$ cat config.mk
export PLATFORM = sky130hd
export DESIGN_NAME = chunk_xform_sched
export DESIGN_NICKNAME = d
export VERILOG_FILES = /design/src/rtl/chunk_xform_sched_pkg.sv /design/src/rtl/chunk_xform.sv /design/src/rtl/chunk_xform_sched.sv
export SDC_FILE = /design/constraint.sdc
export NUM_CORES = 1
export LEC_CHECK = 0
export ABC_CLOCK_PERIOD_IN_PS = 2750
export CELL_PAD_IN_SITES_DETAIL_PLACEMENT = 1
export CELL_PAD_IN_SITES_GLOBAL_PLACEMENT = 2
export CORE_MARGIN = 2
export CORE_UTILIZATION = 33
export DETAILED_ROUTE_END_ITERATION = 10
export PLACE_DENSITY = 0.9
export SLEW_MARGIN = 20
export SYNTH_ARGS = -nofsm -noshare
export SYNTH_HDL_FRONTEND = slang
export SYNTH_SLANG_ARGS = --single-unit
export TNS_END_PERCENT = 1
$ cat constraint.sdc
create_clock -name clk -period 2.75 [get_ports clk]
set_input_delay 0.55 -clock clk [delete_from_list [all_inputs] [get_ports clk]]
set_output_delay 0.55 -clock clk [all_outputs]
set_load 0.01 [all_outputs]
$ cat src/rtl/chunk_xform_sched_pkg.sv
//------------------------------------------------------------------------------
// Module  : chunk_xform_sched_pkg
// Brief   : Mode and FSM state encodings shared by the scheduler and its bench.
// Revision: 1.0 - initial release
//------------------------------------------------------------------------------
`default_nettype none

package chunk_xform_sched_pkg;

  typedef enum logic [1:0] {
    MODE_PASS      = 2'd0,
    MODE_INVERT    = 2'd1,
    MODE_BITREV    = 2'd2,
    MODE_CHUNK_REV = 2'd3
  } mode_t;

  typedef enum logic [1:0] {
    ST_IDLE = 2'd0,
    ST_RUN  = 2'd1,
    ST_DONE = 2'd2
  } state_t;

endpackage

`default_nettype wire

$ cat src/rtl/chunk_xform.sv
//------------------------------------------------------------------------------
// Module  : chunk_xform
// Brief   : Combinational per-chunk transform (pass, invert, bit reverse).
// Revision: 1.0 - initial release
//------------------------------------------------------------------------------
`default_nettype none

module chunk_xform
  import chunk_xform_sched_pkg::*;
#(
  parameter int CHUNK_SIZE = 8
) (
  input  mode_t                 mode,
  input  logic [CHUNK_SIZE-1:0] chunk_in,
  output logic [CHUNK_SIZE-1:0] chunk_out
);

  logic [CHUNK_SIZE-1:0] w_rev;

  for (genvar b = 0; b < CHUNK_SIZE; b++) begin : g_bitrev
    assign w_rev[b] = chunk_in[CHUNK_SIZE-1-b];
  end

  // Chunk reordering is handled by the parent, so that mode passes through here.
  always_comb begin
    chunk_out = chunk_in;
    case (mode)
      MODE_INVERT: chunk_out = ~chunk_in;
      MODE_BITREV: chunk_out = w_rev;
      default:     chunk_out = chunk_in;
    endcase
  end

endmodule

`default_nettype wire

$ cat src/rtl/chunk_xform_sched.sv
//------------------------------------------------------------------------------
// Module  : chunk_xform_sched
// Brief   : Accepts a word, transforms it one chunk per cycle, then hands it off.
// Revision: 1.0 - initial release
//------------------------------------------------------------------------------
`default_nettype none

module chunk_xform_sched
  import chunk_xform_sched_pkg::*;
#(
  parameter int CHUNKS     = 4,
  parameter int CHUNK_SIZE = 8
) (
  input  logic                         clk,
  input  logic                         rst_n,
  input  logic                         in_valid,
  output logic                         in_ready,
  input  logic [CHUNKS*CHUNK_SIZE-1:0] in_data,
  input  logic [1:0]                   in_mode,
  output logic                         out_valid,
  input  logic                         out_ready,
  output logic [CHUNKS*CHUNK_SIZE-1:0] out_data,
  output logic                         busy
);

  localparam int c_idx_w = (CHUNKS > 1) ? $clog2(CHUNKS) : 1;
  localparam int c_w     = CHUNKS * CHUNK_SIZE;
  localparam logic [c_idx_w-1:0] c_last_idx = c_idx_w'(CHUNKS - 1);

  state_t               r_state;
  state_t               w_state_nxt;
  logic [c_idx_w-1:0]   r_idx;
  logic [c_w-1:0]       r_word;
  mode_t                r_mode;
  logic [c_w-1:0]       r_out_data;
  logic [c_w-1:0]       w_out_nxt;
  logic [c_idx_w-1:0]   w_src_idx;
  logic [CHUNK_SIZE-1:0] w_src_chunks [CHUNKS];
  logic [CHUNK_SIZE-1:0] w_src;
  logic [CHUNK_SIZE-1:0] w_res;

  always_ff @(posedge clk or negedge rst_n) begin
    if (!rst_n) r_state <= ST_IDLE;
    else        r_state <= w_state_nxt;
  end

  always_comb begin
    w_state_nxt = r_state;
    case (r_state)
      ST_IDLE: if (in_valid)              w_state_nxt = ST_RUN;
      ST_RUN:  if (r_idx == c_last_idx)   w_state_nxt = ST_DONE;
      ST_DONE: if (out_ready)             w_state_nxt = ST_IDLE;
      default:                            w_state_nxt = ST_IDLE;
    endcase
  end

  for (genvar i = 0; i < CHUNKS; i++) begin : g_unpack
    assign w_src_chunks[i] = r_word[i*CHUNK_SIZE +: CHUNK_SIZE];
  end

  // Chunk reversal only changes which source chunk feeds the current slot.
  assign w_src_idx = (r_mode == MODE_CHUNK_REV) ? (c_last_idx - r_idx) : r_idx;
  assign w_src     = w_src_chunks[w_src_idx];

  chunk_xform #(
    .CHUNK_SIZE (CHUNK_SIZE)
  ) u_chunk_xform (
    .mode      (r_mode),
    .chunk_in  (w_src),
    .chunk_out (w_res)
  );

  for (genvar i = 0; i < CHUNKS; i++) begin : g_merge
    assign w_out_nxt[i*CHUNK_SIZE +: CHUNK_SIZE] =
      (r_idx == c_idx_w'(i)) ? w_res : r_out_data[i*CHUNK_SIZE +: CHUNK_SIZE];
  end

  always_ff @(posedge clk or negedge rst_n) begin
    if (!rst_n) begin
      r_idx      <= '0;
      r_word     <= '0;
      r_mode     <= MODE_PASS;
      r_out_data <= '0;
    end else begin
      if (r_state == ST_IDLE && in_valid) begin
        r_word <= in_data;
        r_mode <= mode_t'(in_mode);
        r_idx  <= '0;
      end
      if (r_state == ST_RUN) begin
        r_out_data <= w_out_nxt;
        if (r_idx != c_last_idx) r_idx <= r_idx + 1'b1;
      end
    end
  end

  assign in_ready  = (r_state == ST_IDLE);
  assign out_valid = (r_state == ST_DONE);
  assign busy      = (r_state != ST_IDLE);
  assign out_data  = r_out_data;

endmodule

`default_nettype wire

==> flow_metrics.env, run 1 <==
export IMPL_slowest_stage="sky130_fd_sc_hd__a221oi_2"
export IMPL_total_count_of_hold_check_failures_in_the_final_report=0
export IMPL_run_status="complete, no violations"
export IMPL_vias=2612
export IMPL_finalSetupTns_ns=0
export IMPL_seq_area_frac_synth=0.504
export IMPL_timing_critical_path_slowest_cell_delay_ns=0.62
export IMPL_antenna_found_initial=0
export IMPL_postSynthAreaPerCell_um2=11.4
export IMPL_vias_per_cell=5.10
export IMPL_postCtsSetupRepairBufs=0
export IMPL_drv_slew=0
export IMPL_timing_final_crit_share=0.854
export IMPL_finalNetCount=416
export IMPL_r2r_start="r_mode[0]$_DFFE_PN0P_"
export IMPL_cts_hold_fix_buffers=0
export IMPL_floorplan_initialDensity=0.338
export IMPL_critPathLaunchType="flip-flop"
export IMPL_synth_yosys_warnings=0
export IMPL_synthesis_nets=351
export IMPL_grtUsageTotal=0.165
export IMPL_worst_slack_ns=0.402
export IMPL_worst_ep_required_time_ns=2.96
export IMPL_synth_cells=306
export IMPL_leakagePower_nw=1.82
export IMPL_layoutNonFillerInstCount=512
export IMPL_maxCapViolations=0
export IMPL_numPortBuffers=72
export IMPL_worst_r2r_endpoint="out_data[4]$_DFFE_PN0P_"
export IMPL_cell_area_power_density_nw_per_um2=1380
export IMPL_place_worst_setup_slack_ns=0.423
export IMPL_synth_enable_flop_cells=0
export IMPL_totalWireLength_mm=8.72
export IMPL_synth_distinct_cells=33
export IMPL_drcViolationCount=0
export IMPL_timing_critical_path_to_type="flip-flop"
export IMPL_tightestPinTransition_ns=0.815
export IMPL_peakVddDrop_v=0.000454
export IMPL_crit_path_max_fanout=10
export IMPL_drt_first_iter_violations=68
export IMPL_yosys_register_bits=70
export IMPL_cts_sinks=70
export IMPL_cts_root_buffer_cell="sky130_fd_sc_hd__clkbuf_8"
export IMPL_timing_reg2reg_worst_path_depth=6
export IMPL_crit_path_cell_trace="ha_1 -> nand2_1 -> o22ai_1 -> nor2_1 -> a221oi_2 -> a21oi_1"
export IMPL_finClkSkew_ns=0.0101
export IMPL_period_minus_slack_ns=2.35
export IMPL_routed_len_inst_um=17.0
export IMPL_antennaDiodeCount=0
export IMPL_rsz0062_at_grt="no"
export IMPL_max_freq_mhz=426
export IMPL_drive_above_1_share=0.221
export IMPL_clk_insertion_delay_late_ns=0.36
export IMPL_gpl_final_weighted_congestion=0.848
export IMPL_grt_start_max_net_pins=43
export IMPL_overflow_after_grt=0
export IMPL_postCtsResizedCells=0
export IMPL_die_width_um=107
export IMPL_number_of_buffers_between_clock_root_and_the_deepest_sink=2
export IMPL_htreeDepth=3
export IMPL_floorplan_die_height_um=107
export IMPL_clkSlewWorstSetupHoldPaths_ns=0.08
export IMPL_min_delay_path_class="input pin to async pin"
export IMPL_detailed_place_hpwl_mm=6.40
export IMPL_dieArea_um2=11400
export IMPL_setup_viol=0
export IMPL_crit_arrival_ns=2.56
export IMPL_drt_pass1_iter_count=4
export IMPL_fraction_of_registers_with_async_set_reset=1.00
export IMPL_via_count_of_the_first_global_routing_pass=2776
export IMPL_ios=73
export IMPL_core_region_area_um2=10300
export IMPL_rows=37
export IMPL_design_power_total_mw=6.20
export IMPL_clock_tree_from_tritoncts="done"
export IMPL_synthFlopType="sky130_fd_sc_hd__dfrtp_1"
export IMPL_slew_margin_rel=0.457
export IMPL_criticalPathCategory="flip-flop to flip-flop"
export IMPL_grt_first_pass_wirelength_mm=14.4
export IMPL_place_inst=496
export IMPL_postRouteAntennaNets=0
export IMPL_register_to_register_setup_slack_ns=0.40
export IMPL_post_synth_instance_area_um2=3480
export IMPL_area_growth_pct=29.6
export IMPL_cts_buffers=9
synthesized netlist by cell type, types with 2 or more instances:
cell,instances,area share
sky130_fd_sc_hd__nand2b_1,2,0.0036
sky130_fd_sc_hd__a211oi_1,4,0.0086
sky130_fd_sc_hd__nor2b_1,8,0.014
sky130_fd_sc_hd__a21oi_1,24,0.035
sky130_fd_sc_hd__ha_1,7,0.025
sky130_fd_sc_hd__inv_1,7,0.0076
sky130_fd_sc_hd__buf_2,9,0.013
sky130_fd_sc_hd__a22o_1,2,0.0050
sky130_fd_sc_hd__mux2i_1,7,0.020
sky130_fd_sc_hd__nor4_1,3,0.0054
sky130_fd_sc_hd__mux2_2,54,0.17
sky130_fd_sc_hd__o21a_1,4,0.0086
sky130_fd_sc_hd__nand2_1,6,0.0065
sky130_fd_sc_hd__nor2_1,41,0.044
sky130_fd_sc_hd__dfrtp_1,70,0.50
sky130_fd_sc_hd__o21ai_0,3,0.0043
sky130_fd_sc_hd__a31oi_1,8,0.014
sky130_fd_sc_hd__clkbuf_1,11,0.012
sky130_fd_sc_hd__a221oi_2,8,0.035
sky130_fd_sc_hd__and2_1,6,0.011
sky130_fd_sc_hd__o22ai_1,10,0.018
through the flow:
stage / util / cell area [um^2] / hold slack (ns)
floorplan: - / 3480 / 0.254
global placement: 0.419 / 4300 / 0.508
detailed placement: 0.419 / 4300 / 0.519
CTS: 0.439 / 4510 / 0.291
global route: 0.439 / 4510 / 0.330
finish: 0.439 / 4510 / 0.284
layout make-up:
type                       count  area, um^2
multi-input combinational    207        1600
clock inverter                 7        81.3
tap                          136         170
inverter                       7        26.3
fill                        1134        5770
clock buffer                   9         124
sequential                    70        1750
timing repair buffer          76         758
worst max-delay path, delay by kind of cell (launching register included):
kind,cells,cell delay [ns]
AOI/OAI and AO/OA,3,1.07
and+or+nand+nor,2,0.39
DFF,1,0.38
adders and majority gates,1,0.36
routing by layer:
layer / share of wire / vias to the layer above / GRT usage
li1: - / 1226 / -
met1: 0.45 / 1303 / 0.220
met2: 0.49 / 72 / 0.271
met3: 0.049 / 11 / 0.0353
met4: 0.0095 / 0 / 0.0445
met5: 0 / - / 0
cells in the final DEF, fill, tap and decap left out, types with 2 or more instances in the layout:
cell	count
sky130_fd_sc_hd__a211oi_1	4
sky130_fd_sc_hd__a21oi_1	24
sky130_fd_sc_hd__a221oi_2	8
sky130_fd_sc_hd__a22o_1	2
sky130_fd_sc_hd__a31oi_1	8
sky130_fd_sc_hd__and2_1	6
sky130_fd_sc_hd__buf_4	3
sky130_fd_sc_hd__clkbuf_8	9
sky130_fd_sc_hd__clkdlybuf4s50_1	71
sky130_fd_sc_hd__clkinv_4	3
sky130_fd_sc_hd__dfrtp_1	70
sky130_fd_sc_hd__ha_1	7
sky130_fd_sc_hd__inv_1	7
sky130_fd_sc_hd__inv_6	2
sky130_fd_sc_hd__mux2_2	54
sky130_fd_sc_hd__mux2i_1	7
sky130_fd_sc_hd__nand2_1	6
sky130_fd_sc_hd__nand2b_1	2
sky130_fd_sc_hd__nor2_1	41
sky130_fd_sc_hd__nor2b_1	8
sky130_fd_sc_hd__nor4_1	3
sky130_fd_sc_hd__o21a_1	4
sky130_fd_sc_hd__o21ai_0	3
sky130_fd_sc_hd__o22ai_1	10
worst max path at each step:
stage,slack (ns),from,end
2_1_floorplan,0.81,r_mode[0]$_DFFE_PN0P_,out_data[6]$_DFFE_PN0P_
3_3_place_gp,0.46,r_mode[0]$_DFFE_PN0P_,out_data[6]$_DFFE_PN0P_
3_5_place_dp,0.42,r_mode[0]$_DFFE_PN0P_,out_data[12]$_DFFE_PN0P_
4_1_cts,0.42,r_mode[0]$_DFFE_PN0P_,out_data[12]$_DFFE_PN0P_
5_1_grt,0.13,r_mode[0]$_DFFE_PN0P_,out_data[30]$_DFFE_PN0P_
6_report,0.40,r_mode[0]$_DFFE_PN0P_,out_data[4]$_DFFE_PN0P_
state kept, by name (all words and copies together), names as in the netlist:
signal and flops:
r_idx 2, out_data 32, r_mode 2, r_word 32, r_state 2
logic make-up after synthesis:
logic type | Yosys count | synth area share
and+or+nand+nor | 70 | 0.0950
AOI/OAI and AO/OA | 68 | 0.140
DFF | 70 | 0.504
buffers and inverters | 29 | 0.0378
muxes | 62 | 0.198
adders and majority gates | 7 | 0.0252
power breakdown:
part	internal [mW]	switching [mW]	leakage (nW)	total, mW
sequential	1.58	0.419	0.815	2.00
combinational	1.64	1.70	0.902	3.35
clock	0.429	0.429	0.100	0.859
Power figures use the tool's default switching activity.
==> run 2, diff against run 1 <==
--- a/config.mk
+++ b/config.mk
@@ -8,7 +8,7 @@
 export ABC_CLOCK_PERIOD_IN_PS = 2750
 export CELL_PAD_IN_SITES_DETAIL_PLACEMENT = 1
 export CELL_PAD_IN_SITES_GLOBAL_PLACEMENT = 2
-export CORE_MARGIN = 2
+export CORE_MARGIN = 5
 export CORE_UTILIZATION = 33
 export DETAILED_ROUTE_END_ITERATION = 10
 export PLACE_DENSITY = 0.9
==> flow_metrics.env, run 2 (synthesis gave the netlist of run 1 again) <==
export IMPL_slowest_stage="sky130_fd_sc_hd__a221oi_2"
export IMPL_maxCapViolations=0
export IMPL_ios=73
export IMPL_drive_above_1_share=0.219
export IMPL_overflow_after_grt=0
export IMPL_timing_critical_path_slowest_cell_delay_ns=0.65
export IMPL_leakagePower_nw=1.81
export IMPL_num_fill_cells=1105
export IMPL_grtUsageTotal=0.145
export IMPL_tightestPinTransition_ns=0.885
export IMPL_layout_cells_most_common_list="sky130_fd_sc_hd__clkdlybuf4s50_1, sky130_fd_sc_hd__dfrtp_1, sky130_fd_sc_hd__mux2_2"
export IMPL_floorplan_die_height_um=113
export IMPL_finClkSkew_ns=0.00936
export IMPL_rows=37
export IMPL_setup_viol=0
export IMPL_crit_path_cell_trace="ha_1 -> nand2b_1 -> o22ai_1 -> nor2_1 -> a221oi_2 -> a21oi_1"
export IMPL_period_minus_slack_ns=2.40
export IMPL_min_delay_path_class="input pin to async pin"
export IMPL_worst_ep_required_time_ns=2.96
export IMPL_run_status="complete, no violations"
export IMPL_total_count_of_hold_check_failures_in_the_final_report=0
export IMPL_routed_len_inst_um=17.4
export IMPL_vias=2542
export IMPL_rsz0062_at_grt="no"
export IMPL_floorplan_initialDensity=0.337
export IMPL_finalSetupTns_ns=0
export IMPL_criticalPathCategory="flip-flop to flip-flop"
export IMPL_timing_critical_path_to_type="flip-flop"
export IMPL_drt_first_iter_violations=120
export IMPL_totalWireLength_mm=8.92
export IMPL_worst_r2r_endpoint="out_data[2]$_DFFE_PN0P_"
export IMPL_postCtsSetupRepairBufs=0
export IMPL_register_to_register_setup_slack_ns=0.35
export IMPL_gpl_final_weighted_congestion=0.790
export IMPL_clkSlewWorstSetupHoldPaths_ns=0.08
export IMPL_drv_slew=0
export IMPL_grt_start_max_net_pins=43
export IMPL_design_power_total_mw=6.22
export IMPL_core_region_area_um2=10300
export IMPL_cts_root_buffer_cell="sky130_fd_sc_hd__clkbuf_8"
export IMPL_clk_insertion_delay_late_ns=0.36
export IMPL_number_of_buffers_between_clock_root_and_the_deepest_sink=2
export IMPL_max_freq_mhz=416
export IMPL_numPortBuffers=72
export IMPL_area_growth_pct=29.7
export IMPL_antennaDiodeCount=0
export IMPL_place_inst=495
export IMPL_drcViolationCount=0
export IMPL_slew_margin_rel=0.409
export IMPL_crit_arrival_ns=2.61
export IMPL_die_width_um=113
export IMPL_cts_sinks=70
export IMPL_drt_pass1_iter_count=4
export IMPL_htreeDepth=3
export IMPL_r2r_start="r_mode[0]$_DFFE_PN0P_"
export IMPL_critPathLaunchType="flip-flop"
export IMPL_clock_tree_from_tritoncts="done"
export IMPL_postRouteAntennaNets=0
export IMPL_worstSetupEndpoint="out_data[2]$_DFFE_PN0P_"
export IMPL_grt_first_pass_wirelength_mm=14.6
export IMPL_final_common_cell="sky130_fd_sc_hd__clkdlybuf4s50_1"
export IMPL_cts_buffers=9
export IMPL_timing_final_crit_share=0.875
export IMPL_timing_reg2reg_worst_path_depth=6
export IMPL_antenna_found_initial=0
export IMPL_crit_path_max_fanout=10
export IMPL_layoutNonFillerInstCount=511
export IMPL_finalNetCount=415
export IMPL_detailed_place_hpwl_mm=6.62
export IMPL_cts_hold_fix_buffers=0
export IMPL_via_count_of_the_first_global_routing_pass=2822
export IMPL_postCtsResizedCells=0
export IMPL_vias_per_cell=4.97
export IMPL_worst_setup_path_startpoint="r_mode[0]$_DFFE_PN0P_"
export IMPL_dieArea_um2=12700
export IMPL_cell_area_power_density_nw_per_um2=1380
export IMPL_peakVddDrop_v=0.000430
[run 2: layout make-up]
class	instances	area, um^2	area share
flip-flops and latches	70	1750	0.388
multi-input cells	207	1600	0.354
repair buffers	75	763	0.169
well taps	136	170	0.0377
clock buffers	9	124	0.0275
clock inverters	7	81.3	0.0180
inverters	7	26.3	0.00582
[run 2: power by group]
part / switching (mW) / internal (mW)
registers: 0.412 / 1.58
clock network: 0.429 / 0.430
logic: 1.73 / 1.64
[run 2: layer usage]
metal | GRT usage | vias up | wire length (um)
met4 | 0.0481 | 0 | 95
met5 | 0 | - | 0
met2 | 0.254 | 66 | 4470
li1 | - | 1225 | -
met1 | 0.175 | 1240 | 3890
met3 | 0.0334 | 11 | 456
[run 2: how the worst min path moves through the flow]
| stage | from | end | slack, ns | depth (start not counted) |
|---|---|---|---|---|
| after floorplan | rst_n | out_data[0]$_DFFE_PN0P_ | 0.25 | 0 |
| after global placement | r_word[21]$_DFFE_PN0P_ | r_word[21]$_DFFE_PN0P_ | 0.51 | 1 |
| after detailed placement | r_word[3]$_DFFE_PN0P_ | r_word[3]$_DFFE_PN0P_ | 0.52 | 1 |
| after CTS | rst_n | r_idx[0]$_DFF_PN0_ | 0.25 | 1 |
| after global routing | rst_n | r_word[16]$_DFFE_PN0P_ | 0.31 | 1 |
| final | rst_n | r_idx[0]$_DFF_PN0_ | 0.25 | 1 |
[run 2: through the flow]
| step | utilization | cell area, um^2 | setup slack (ns) | hold slack [ns] |
|---|---|---|---|---|
| floorplan | - | 3480 | 0.808 | 0.254 |
| global placement | 0.417 | 4310 | 0.418 | 0.506 |
| detailed placement | 0.417 | 4310 | 0.363 | 0.517 |
| CTS | 0.437 | 4510 | 0.357 | 0.254 |
| global route | 0.437 | 4510 | 0.120 | 0.306 |
| finish | 0.437 | 4510 | 0.345 | 0.253 |
[run 2: critical path, delay by kind of cell (launching register included)]
family,cells,cell delay (ns)
and+or+nand+nor,2,0.43
adders and majority gates,1,0.32
AOI/OAI and AO/OA,3,1.11
DFF,1,0.40
==> run 3, diff against run 2 <==
--- a/config.mk
+++ b/config.mk
@@ -5,13 +5,13 @@
 export SDC_FILE = /design/constraint.sdc
 export NUM_CORES = 1
 export LEC_CHECK = 0
-export ABC_CLOCK_PERIOD_IN_PS = 2750
+export ABC_CLOCK_PERIOD_IN_PS = 2100
 export CELL_PAD_IN_SITES_DETAIL_PLACEMENT = 1
 export CELL_PAD_IN_SITES_GLOBAL_PLACEMENT = 2
 export CORE_MARGIN = 5
-export CORE_UTILIZATION = 33
+export CORE_UTILIZATION = 30
 export DETAILED_ROUTE_END_ITERATION = 10
-export PLACE_DENSITY = 0.9
+export PLACE_DENSITY = 0.86
 export SLEW_MARGIN = 20
 export SYNTH_ARGS = -nofsm -noshare
 export SYNTH_HDL_FRONTEND = slang
==> constraint.sdc (replaced) <==
create_clock -name clk -period 2.1 [get_ports clk]
set_input_delay 0.42 -clock clk [delete_from_list [all_inputs] [get_ports clk]]
set_output_delay 0.42 -clock clk [all_outputs]
set_load 0.01 [all_outputs]
==> flow_metrics.env, run 3 (synthesis gave the netlist of run 1 again) <==
export IMPL_r2r_start="r_mode[0]$_DFFE_PN0P_"
export IMPL_period_minus_slack_ns=2.08
export IMPL_antennaDiodeCount=0
export IMPL_final_util=0.425
export IMPL_htreeDepth=3
export IMPL_finalNetCount=424
export IMPL_gpl_final_weighted_congestion=0.787
export IMPL_numPortBuffers=72
export IMPL_power_frac_seq=0.286
export IMPL_clk_insertion_delay_late_ns=0.33
export IMPL_leakagePower_nw=1.94
export IMPL_place_inst=509
export IMPL_swShare=0.382
export IMPL_setup_viol=0
export IMPL_die_width_um=118
export IMPL_area_growth_pct=38.8
export IMPL_min_delay_path_class="input pin to async pin"
export IMPL_criticalPathCategory="flip-flop to flip-flop"
export IMPL_drive_above_1_share=0.268
export IMPL_multiInputGateArea_um2=1690
export IMPL_clkSlewWorstSetupHoldPaths_ns=0.06
export IMPL_maxCapViolations=0
export IMPL_critPathLaunchType="flip-flop"
export IMPL_total_count_of_hold_check_failures_in_the_final_report=0
export IMPL_cell_area_power_density_nw_per_um2=1890
export IMPL_drt_pass1_iter_count=4
export IMPL_worst_ep_required_time_ns=2.29
export IMPL_internal_power_mw=5.63
export IMPL_antenna_found_initial=0
export IMPL_tightestPinTransition_ns=0.631
export IMPL_dieArea_um2=13800
export IMPL_vias_per_cell=4.95
export IMPL_timing_final_crit_share=0.993
export IMPL_cts_sinks=70
export IMPL_drt_first_iter_violations=95
export IMPL_finClkSkew_ns=0.00516
export IMPL_cts_root_buffer_cell="sky130_fd_sc_hd__clkbuf_16"
export IMPL_regArea_um2=1750
export IMPL_power_frac_clock=0.179
export IMPL_grt_start_max_net_pins=71
export IMPL_worst_r2r_endpoint="out_data[14]$_DFFE_PN0P_"
export IMPL_num_fill_cells=1262
export IMPL_layoutNonFillerInstCount=527
export IMPL_peakVddDrop_v=0.000676
export IMPL_crit_arrival_ns=2.28
export IMPL_overflow_after_grt=0
export IMPL_timing_reg2reg_worst_path_depth=6
export IMPL_routed_len_inst_um=16.3
export IMPL_combPwrFrac=0.536
export IMPL_crit_path_max_fanout=8
export IMPL_cts_hold_fix_buffers=0
export IMPL_register_to_register_setup_slack_ns=0.02
export IMPL_ios=73
export IMPL_number_of_buffers_between_clock_root_and_the_deepest_sink=2
export IMPL_floorplan_initialDensity=0.306
export IMPL_via_count_of_the_first_global_routing_pass=2795
export IMPL_hold_worst_slack_ns=0.104
export IMPL_run_status="complete, no violations"
export IMPL_postRouteAntennaNets=0
export IMPL_drv_slew=0
export IMPL_total_switching_power_mw=3.48
export IMPL_clock_tree_from_tritoncts="done"
export IMPL_rows=39
export IMPL_grtUsageTotal=0.127
export IMPL_floorplan_die_height_um=118
export IMPL_max_freq_mhz=480
export IMPL_totalWireLength_mm=8.60
export IMPL_vias=2607
export IMPL_final_common_cell="sky130_fd_sc_hd__clkdlybuf4s50_1"
export IMPL_timing_critical_path_to_type="flip-flop"
export IMPL_rsz0062_at_grt="yes"
export IMPL_drcViolationCount=0
export IMPL_grt_first_pass_wirelength_mm=14.5
export IMPL_slew_margin_rel=0.579
export IMPL_cts_buffers=9
export IMPL_detailed_place_hpwl_mm=6.32
export IMPL_core_region_area_um2=11400
export IMPL_layout_cells_most_common_list="sky130_fd_sc_hd__clkdlybuf4s50_1, sky130_fd_sc_hd__dfrtp_1, sky130_fd_sc_hd__mux2_2"
## run 3: cell types whose count changed in the layout (fill, tap and decap cells not counted), sizes merged
cell      previous run  this run
clkinv               0         4
inv                 10         7
bufinv               1         2
clkbuf               9        10
clkinvlp             3         1
buf                  4        12
## run 3: worst max path at each step
| stage | from | endpoint | slack, ns | cells past startpoint |
|---|---|---|---|---|
| 3_5_place_dp | r_mode[0]$_DFFE_PN0P_ | out_data[14]$_DFFE_PN0P_ | -0.05 | 6 |
| 2_1_floorplan | r_mode[0]$_DFFE_PN0P_ | out_data[6]$_DFFE_PN0P_ | 0.16 | 7 |
| 3_3_place_gp | r_mode[0]$_DFFE_PN0P_ | out_data[14]$_DFFE_PN0P_ | 0.009 | 6 |
| 5_1_grt | r_mode[0]$_DFFE_PN0P_ | out_data[14]$_DFFE_PN0P_ | -0.09 | 6 |
| 4_1_cts | r_mode[0]$_DFFE_PN0P_ | out_data[7]$_DFFE_PN0P_ | 0.001 | 6 |
| 6_report | r_mode[0]$_DFFE_PN0P_ | out_data[14]$_DFFE_PN0P_ | 0.02 | 6 |
## run 3: layer usage
| metal | part of all wire | GRT usage | up-vias | routed length, um |
|---|---|---|---|---|
| met4 | 0.016 | 0.0430 | 0 | 136 |
| met5 | 0 | 0 | - | 0 |
| met3 | 0.048 | 0.0432 | 11 | 413 |
| li1 | - | - | 1244 | - |
| met2 | 0.46 | 0.190 | 61 | 3990 |
| met1 | 0.47 | 0.172 | 1291 | 4060 |
## run 3: worst max-delay path, stage by stage (launching register included)
cell                       delay (ns)
sky130_fd_sc_hd__dfrtp_1         0.38
sky130_fd_sc_hd__ha_2            0.27
sky130_fd_sc_hd__nand2_1         0.20
sky130_fd_sc_hd__a211oi_1        0.39
sky130_fd_sc_hd__nor4_2          0.13
sky130_fd_sc_hd__a221oi_2        0.44
sky130_fd_sc_hd__a21oi_1         0.13
## run 3: repair_timing
| action | in CTS | in global routing |
|---|---|---|
| gates resized for setup | 4 | 13 |
| buffers inserted | 0 | 1 |
| pin swaps | 4 | 5 |
| setup endpoints to repair | 28 | 32 |
| cloned | 0 | 1 |
| endpoints found under the hold margin | 0 | 0 |
## run 3: layout make-up
cell class,count,area share
Tap cell,143,0.0370
Multi-Input combinational cell,207,0.349
Clock inverter,7,0.0205
Sequential cell,70,0.363
Inverter,7,0.00544
Timing Repair Buffer,84,0.178
Clock buffer,9,0.0466
## run 3: stage by stage
step | setup TNS [ns] | cell area, um^2 | power [mW] | setup slack (ns)
final | 0 | 4830 | 9.11 | 0.0156
after global routing | -0.857 | 4830 | 9.80 | -0.0869
after CTS | 0 | 4730 | 8.86 | 0.00145
after detailed placement | -0.197 | 4380 | 7.08 | -0.0458
after global placement | 0 | 4380 | 6.90 | 0.00904
after floorplan | 0 | 3480 | 5.42 | 0.158
## run 3: power by group through the flow
stage / sequential, mW / combinational (mW) / clock, mW
after floorplan: 2.59 / 2.83 / 0
after global placement: 2.57 / 4.33 / 0
after detailed placement: 2.62 / 4.45 / 0
after CTS: 2.60 / 4.59 / 1.67
after global routing: 2.71 / 5.36 / 1.73
final: 2.60 / 4.88 / 1.63
